**src/rtl/dmem_pkg.sv**
```systemverilog
// rtl/dmem_pkg.sv - shared encodings and lane helpers for the data-memory arbiter
package dmem_pkg;

  localparam logic [1:0] SZ_BYTE = 2'b00;
  localparam logic [1:0] SZ_HALF = 2'b01;
  localparam logic [1:0] SZ_WORD = 2'b10;

  typedef enum logic [2:0] {
    ST_IDLE,
    ST_READ,
    ST_CAPT,
    ST_WRITE,
    ST_RESP
  } state_t;

  function automatic logic [31:0] lane_extract(input logic [31:0] word,
                                               input logic [1:0]  off,
                                               input logic [1:0]  size,
                                               input logic        uns);
    logic [7:0]  b;
    logic [15:0] h;
    b = word[{off, 3'b000} +: 8];
    h = off[1] ? word[31:16] : word[15:0];
    case (size)
      SZ_BYTE: lane_extract = uns ? {24'h000000, b} : {{24{b[7]}}, b};
      SZ_HALF: lane_extract = uns ? {16'h0000, h} : {{16{h[15]}}, h};
      default: lane_extract = word;
    endcase
  endfunction

  function automatic logic [31:0] lane_merge(input logic [31:0] word,
                                             input logic [31:0] wdata,
                                             input logic [1:0]  off,
                                             input logic [1:0]  size);
    logic [31:0] r;
    r = word;
    case (size)
      SZ_BYTE: r[{off, 3'b000} +: 8] = wdata[7:0];
      SZ_HALF: begin
        if (off[1]) r[31:16] = wdata[15:0];
        else        r[15:0]  = wdata[15:0];
      end
      default: r = wdata;
    endcase
    lane_merge = r;
  endfunction

  // Illegal size or an address not aligned to the access size.
  function automatic logic access_bad(input logic [1:0] off, input logic [1:0] size);
    case (size)
      SZ_BYTE: access_bad = 1'b0;
      SZ_HALF: access_bad = off[0];
      SZ_WORD: access_bad = (off != 2'b00);
      default: access_bad = 1'b1;
    endcase
  endfunction

endpackage

```
**src/rtl/dmem_lane_unit.sv**
```systemverilog
// rtl/dmem_lane_unit.sv - combinational lane extract/extend and store merge
module dmem_lane_unit
  import dmem_pkg::*;
(
  input  logic [31:0] i_word,
  input  logic [31:0] i_wdata,
  input  logic [1:0]  i_off,
  input  logic [1:0]  i_size,
  input  logic        i_uns,
  output logic [31:0] o_ext,
  output logic [31:0] o_merged
);

  assign o_ext    = lane_extract(i_word, i_off, i_size, i_uns);
  assign o_merged = lane_merge(i_word, i_wdata, i_off, i_size);

endmodule

```
**src/rtl/dmem_arbiter.sv**
```systemverilog
// rtl/dmem_arbiter.sv - two-requester round-robin arbiter and sub-word access sequencer
module dmem_arbiter
  import dmem_pkg::*;
#(
  parameter int ADDR_W = 16,
  parameter int DATA_W = 32
) (
  input  logic              clk,
  input  logic              rst,
  input  logic              req0_valid,
  output logic              req0_ready,
  input  logic              req0_we,
  input  logic [ADDR_W-1:0] req0_addr,
  input  logic [DATA_W-1:0] req0_wdata,
  input  logic [1:0]        req0_size,
  input  logic              req0_unsigned,
  output logic              rsp0_valid,
  output logic [DATA_W-1:0] rsp0_rdata,
  output logic              rsp0_err,
  input  logic              req1_valid,
  output logic              req1_ready,
  input  logic              req1_we,
  input  logic [ADDR_W-1:0] req1_addr,
  input  logic [DATA_W-1:0] req1_wdata,
  input  logic [1:0]        req1_size,
  input  logic              req1_unsigned,
  output logic              rsp1_valid,
  output logic [DATA_W-1:0] rsp1_rdata,
  output logic              rsp1_err,
  output logic              mem_wEn,
  output logic [ADDR_W-1:0] mem_addr,
  output logic [DATA_W-1:0] mem_wdata,
  input  logic [DATA_W-1:0] mem_rdata
);

  state_t              r_state;
  state_t              w_next;
  logic                r_last;
  logic                r_id;
  logic                r_we;
  logic [ADDR_W-1:0]   r_addr;
  logic [DATA_W-1:0]   r_wdata;
  logic [1:0]          r_size;
  logic                r_uns;
  logic [DATA_W-1:0]   r_rdata;
  logic                r_err;

  logic                w_gnt0;
  logic                w_gnt1;
  logic                w_accept;
  logic                w_sel_we;
  logic [ADDR_W-1:0]   w_sel_addr;
  logic [DATA_W-1:0]   w_sel_wdata;
  logic [1:0]          w_sel_size;
  logic                w_sel_uns;
  logic                w_bad;
  logic [DATA_W-1:0]   w_ext;
  logic [DATA_W-1:0]   w_merged;
  logic                w_mem_active;

  // On a tie the requester that was not served last wins.
  assign w_gnt0 = req0_valid && (!req1_valid || r_last);
  assign w_gnt1 = req1_valid && (!req0_valid || !r_last);

  assign req0_ready = !rst && (r_state == ST_IDLE) && w_gnt0;
  assign req1_ready = !rst && (r_state == ST_IDLE) && w_gnt1;
  assign w_accept   = req0_ready || req1_ready;

  assign w_sel_we    = w_gnt1 ? req1_we       : req0_we;
  assign w_sel_addr  = w_gnt1 ? req1_addr     : req0_addr;
  assign w_sel_wdata = w_gnt1 ? req1_wdata    : req0_wdata;
  assign w_sel_size  = w_gnt1 ? req1_size     : req0_size;
  assign w_sel_uns   = w_gnt1 ? req1_unsigned : req0_unsigned;
  assign w_bad       = access_bad(w_sel_addr[1:0], w_sel_size);

  dmem_lane_unit u_lane (
    .i_word   (mem_rdata),
    .i_wdata  (r_wdata),
    .i_off    (r_addr[1:0]),
    .i_size   (r_size),
    .i_uns    (r_uns),
    .o_ext    (w_ext),
    .o_merged (w_merged)
  );

  always_ff @(posedge clk) begin
    if (rst) begin
      r_state <= ST_IDLE;
      r_last  <= 1'b1;
      r_id    <= 1'b0;
      r_we    <= 1'b0;
      r_addr  <= '0;
      r_wdata <= '0;
      r_size  <= SZ_BYTE;
      r_uns   <= 1'b0;
      r_rdata <= '0;
      r_err   <= 1'b0;
    end else begin
      r_state <= w_next;
      case (r_state)
        ST_IDLE: begin
          if (w_accept) begin
            r_id    <= w_gnt1;
            r_we    <= w_sel_we;
            r_addr  <= w_sel_addr;
            r_wdata <= w_sel_wdata;
            r_size  <= w_sel_size;
            r_uns   <= w_sel_uns;
            r_rdata <= '0;
            r_err   <= w_bad;
          end
        end
        // Stores keep the merged word in r_wdata so WRITE drives it directly.
        ST_CAPT: begin
          if (r_we) r_wdata <= w_merged;
          else      r_rdata <= w_ext;
        end
        ST_RESP: r_last <= r_id;
        default: ;
      endcase
    end
  end

  always_comb begin
    w_next = r_state;
    case (r_state)
      ST_IDLE: begin
        if (w_accept) begin
          if (w_bad)                                w_next = ST_RESP;
          else if (w_sel_we && w_sel_size == SZ_WORD) w_next = ST_WRITE;
          else                                      w_next = ST_READ;
        end
      end
      ST_READ:  w_next = ST_CAPT;
      ST_CAPT:  w_next = r_we ? ST_WRITE : ST_RESP;
      ST_WRITE: w_next = ST_RESP;
      ST_RESP:  w_next = ST_IDLE;
      default:  w_next = ST_IDLE;
    endcase
  end

  assign w_mem_active = (r_state == ST_READ) || (r_state == ST_CAPT) || (r_state == ST_WRITE);

  assign mem_wEn   = (r_state == ST_WRITE);
  assign mem_addr  = w_mem_active ? {r_addr[ADDR_W-1:2], 2'b00} : '0;
  assign mem_wdata = (r_state == ST_WRITE) ? r_wdata : '0;

  assign rsp0_valid = (r_state == ST_RESP) && !r_id;
  assign rsp1_valid = (r_state == ST_RESP) && r_id;
  assign rsp0_rdata = rsp0_valid ? r_rdata : '0;
  assign rsp1_rdata = rsp1_valid ? r_rdata : '0;
  assign rsp0_err   = rsp0_valid && r_err;
  assign rsp1_err   = rsp1_valid && r_err;

endmodule

```
**config.mk**
```make
export PLATFORM = sky130hd
export DESIGN_NAME = dmem_arbiter
export DESIGN_NICKNAME = d
export VERILOG_FILES = /design/src/rtl/dmem_pkg.sv /design/src/rtl/dmem_lane_unit.sv /design/src/rtl/dmem_arbiter.sv
export SDC_FILE = /design/constraint.sdc
export NUM_CORES = 1
export LEC_CHECK = 0
export BUFFER_PORTS_ARGS = -buffer_cell sky130_fd_sc_hd__buf_2
export CAP_MARGIN = 5
export CORE_MARGIN = 2
export CORE_UTILIZATION = 45
export CTS_CLUSTER_DIAMETER = 150
export DETAILED_ROUTE_END_ITERATION = 8
export GPL_ROUTABILITY_DRIVEN = 0
export GPL_TIMING_DRIVEN = 1
export HOLD_SLACK_MARGIN = 0.05
export PLACE_DENSITY = 0.82
export SETUP_SLACK_MARGIN = 0.15
export SYNTH_ARGS = -nofsm -noshare
export SYNTH_HDL_FRONTEND = slang
export SYNTH_HIERARCHICAL = 1
export SYNTH_SLANG_ARGS = --single-unit
```
**constraint.sdc**
```tcl
create_clock -name clk -period 2.1 [get_ports clk]
set_input_delay 0.105 -clock clk [delete_from_list [all_inputs] [get_ports clk]]
set_output_delay 0.105 -clock clk [all_outputs]
set_load 0.05 [all_outputs]
```
==> key figures <==
Critical path
  – Most frequent CP cell: a22o_1
  – Slowest CP cell: dfxtp_2
  – Worst setup EP type: register
  – CP startpoint: r_size[0]
  – Crit-path cells: inv_1 > o21ai_2 > a21oi_1 > buf_4 > a22o_1 > nor2_1 > a31oi_1 > a22o_1
  – Delay of the slowest critical-path stage: around 440 ps
  – Startpoint types: register
  – RR Endpoint: r_wdata[1]
  – Reg-to-reg startpoint: r_size[0]
  – CP max FO: 8
  – Worst Path Required: 2340 ps
  – Arr. time, crit path: 2160 ps
  – Worst Setup Path Type: register to register
  – Reg2reg path depth: 8
  – R2r setup slk: 180 ps
  – Critical Path Sink: r_wdata[1]

Yosys
  – Top-count cell post-synth: nand2_1
  – Post-Synthesis Cells: 887
  – Largest family of logic cells by synthesized area: simple AND/OR/NAND/NOR gates
  – Post-synthesis mux area share: about 2.1%
  – Avg Cell Area, Syn: between 7 and 8 um2
  – Adder-cell share of the synthesized area: less than 1%
  – Count of flip-flops with a built-in enable after synthesis: 0
  – Area leader, netlist: dfxtp_1
  – YS warnings: 6
  – Synth top area cells: dfxtp_1 (28%), nand2_1 (12%), and2_1 (11%)
  – Yosys reg bits: 90
  – Number of distinct library cells after synthesis: 62
  – Post-synth ARST share: 0%
  – Main synth FF type: dfxtp_1
  – Register area share after synthesis: 27.8%
  – Post-synthesis xor/xnor area fraction: 0%
  – Compound-Gate Fraction of Synth Area: a little under a third
  – Cell Area, Synth: 6470 um2
  – Yosys top cell area share: ~28%
  – Simple-gate area share of the yosys netlist: a little under a third
  – Post-synth top cells: nand2_1 (204), and2_1 (113), dfxtp_1 (90), nor2_1 (71), clkbuf_1 (52)

Detailed routing
  – Via count: around 7700
  – Pre-antenna DRT Iters: 6
  – 1st-iter DRT viols: 865
  – DRC viols: 0
  – DRT antenna net count: 0
  – Total wire length: about 24000 um
  – Drt via density: about 5.8
  – Routed len/inst: approximately 18 um

Floorplan
  – Die area: 15400 um2
  – Die width: around 120 um
  – Core area: 14000 um2
  – IO Pins: ~260
  – Die Span Y: ~120 um
  – Initial core utilization: a little under half
  – Row count: between 40 and 50

Timing
  – Slew headroom: roughly half
  – Worst-margin pin slew: 722 ps
  – Setup TNS Final: 0 ps
  – RSZ-0062 raised after global routing: true
  – Fin. max-slew vios: 0
  – Final Cycle Share: roughly 91%
  – Final min period: 1920 ps
  – Fin. Hold Viols: 0
  – Skew final: between 8 and 9 ps
  – Max Clock Freq: approximately 0.52 GHz
  – Final setup violation count: 0

Flow run
  – MaxCap Viol Count: 0

Layout
  – Fillers: roughly 1200
  – Area grow syn2layout: 36.0%
  – Fraction of layout instances using a drive strength above 1: a little over a third
  – Core Util, Final: a little over three fifths
  – Final net count: 1281

Power and ir drop
  – Gate power share: approximately 40%
  – Flop pwr share: approximately 34%
  – Lkg Pwr: 4.02 nW
  – Switching Power: about 2.4 mW
  – Cell Pwr Density: about 740 nW/um2
  – Peak supply drop: between 400 and 500 uV
  – P_int: about 4 mW
  – Part of the power in the clock network: between 20 and 30%
  – Switching Share: between 30% and 40%

Placement
  – Hpwl dp: around 16000 um
  – Port Buf Inserts: 256

Clocking
  – Total CTS buffers: 9
  – Clk buf depth: 2
  – H-tree depth: 3
  – Clock Tree Root: clkbuf_16
  – Clock Pin Slew Worst Setup and Hold Paths: ~70 ps
  – Worst skew pair latency: between 300 and 400 ps
  – CTS sink cnt: 90
  – CTS tree: done

Hold path
  – Hold Crit Start: req1_unsigned
  – Hold Crit Class: input port to register
  – Hold Path Stages: 3

Global route
  – Vias in the first global route: slightly below 7000
  – Global-route wire length before repair: between 30000 and 40000 um
  – Gr ovfl total: 0
  – Largest net degree at the start of global routing: 65
  – GRT Resource Usage Total: approximately 29%
  – Initial antenna violation count: 2

Outcome
  – Status: complete, no violations
[layout make-up]
class	instances	area, um2	area share (%)
multi-input cells	707	4400	50.0
flip-flops and latches	90	1810	20.5
well taps	180	225	2.56
clock inverters	3	43.8	0.497
clock buffers	13	280	3.18
repair buffers	316	1990	22.6
inverters	12	50.0	0.568
diodes	3	7.51	0.0853
[sequential cells by signal, indices dropped and copies added (netlist names), 2 cells and up]
register and flops:
r_rdata 32, r_addr 16, r_wdata 32, r_size 2, r_state 3
[metal layers]
metal,track usage (%),up-vias,part of all wire (%)
li1,-,3612,-
met1,37.1,3559,41
met2,47.1,449,47
met3,3.66,101,7.5
met4,15.2,0,4.6
met5,0,-,0
[cells in the final DEF, fill, tap and decap left out, types with 3 or more instances in the layout]
master	n
and2_1	113
a221o_1	16
or2_2	3
inv_1	9
clkbuf_16	9
nor3_1	4
diode_2	3
nor2_4	3
nor2b_1	4
clkbuf_4	40
buf_12	8
buf_2	215
a21oi_1	44
dfxtp_2	3
dfxtp_1	86
nand2b_1	4
a22oi_1	6
a221oi_2	4
a31oi_1	33
mux2i_1	5
a2bb2oi_1	5
clkbuf_8	4
a221oi_1	3
a311oi_2	18
a21oi_2	11
o21ai_0	49
dlygate4sd3_1	15
nand2_1	203
a22o_1	42
mux2_2	7
nor2_1	64
nor2_2	6
buf_6	5
buf_4	33
a222oi_1	7
[worst min-delay path by stage]
stage / to / slack (ps)
global placement: r_addr[14] / 370
finish: r_uns / 60
floorplan: r_addr[14] / 260
global route: r_uns / 60
CTS: r_uns / 50
detailed placement: r_addr[14] / 380
[metrics by stage]
stage	total power, mW	cells	cell area, um2	hold WS [ps]	setup WS, ps
after global routing	6.76	1323	8800	58.4	94.4
after global placement	4.47	1281	8000	372	177
after CTS	6.26	1311	8480	51.4	147
after floorplan	3.81	888	6520	264	170
final	6.47	1324	8810	56.5	180
after detailed placement	4.51	1281	8000	379	104
[worst max-delay path, delay by kind of cell, from the launching register on]
kind            cells  cell delay, ps
flops               1             440
simple gates        1             120
buf+inv             2             400
compound gates      5             840
[repair_timing]
| item | 4_1_cts | 5_1_grt |
|---|---|---|
| cloned | 0 | 1 |
| hold endpoints to repair | 8 | 1 |
| endpoints found under the setup margin | 57 | 180 |
| pin swaps | 1 | 10 |
| buffers inserted | 0 | 8 |
| hold buffers | 14 | 1 |
| resized for setup | 4 | 77 |
[power groups by stage]
stage	sequential (mW)	clock, mW	combinational, mW
2_1_floorplan	2.07	0	1.74
3_3_place_gp	2.17	0	2.30
3_5_place_dp	2.17	0	2.33
4_1_cts	2.14	1.76	2.37
5_1_grt	2.18	1.84	2.74
6_report	2.17	1.76	2.55
[logic make-up (layout without fill, tap and decap cells)]
| kind of cell | count (synthesis) | after routing |
|---|---|---|
| AOI/OAI and AO/OA | 261 | 261 |
| buffers and inverters | 91 | 344 |
| DFF | 90 | 90 |
| muxes | 13 | 13 |
| adders and majority gates | 5 | 5 |
| and+or+nand+nor | 426 | 426 |
| other | 1 | 5 |
Note: power is estimated with default switching activity, not from simulation.
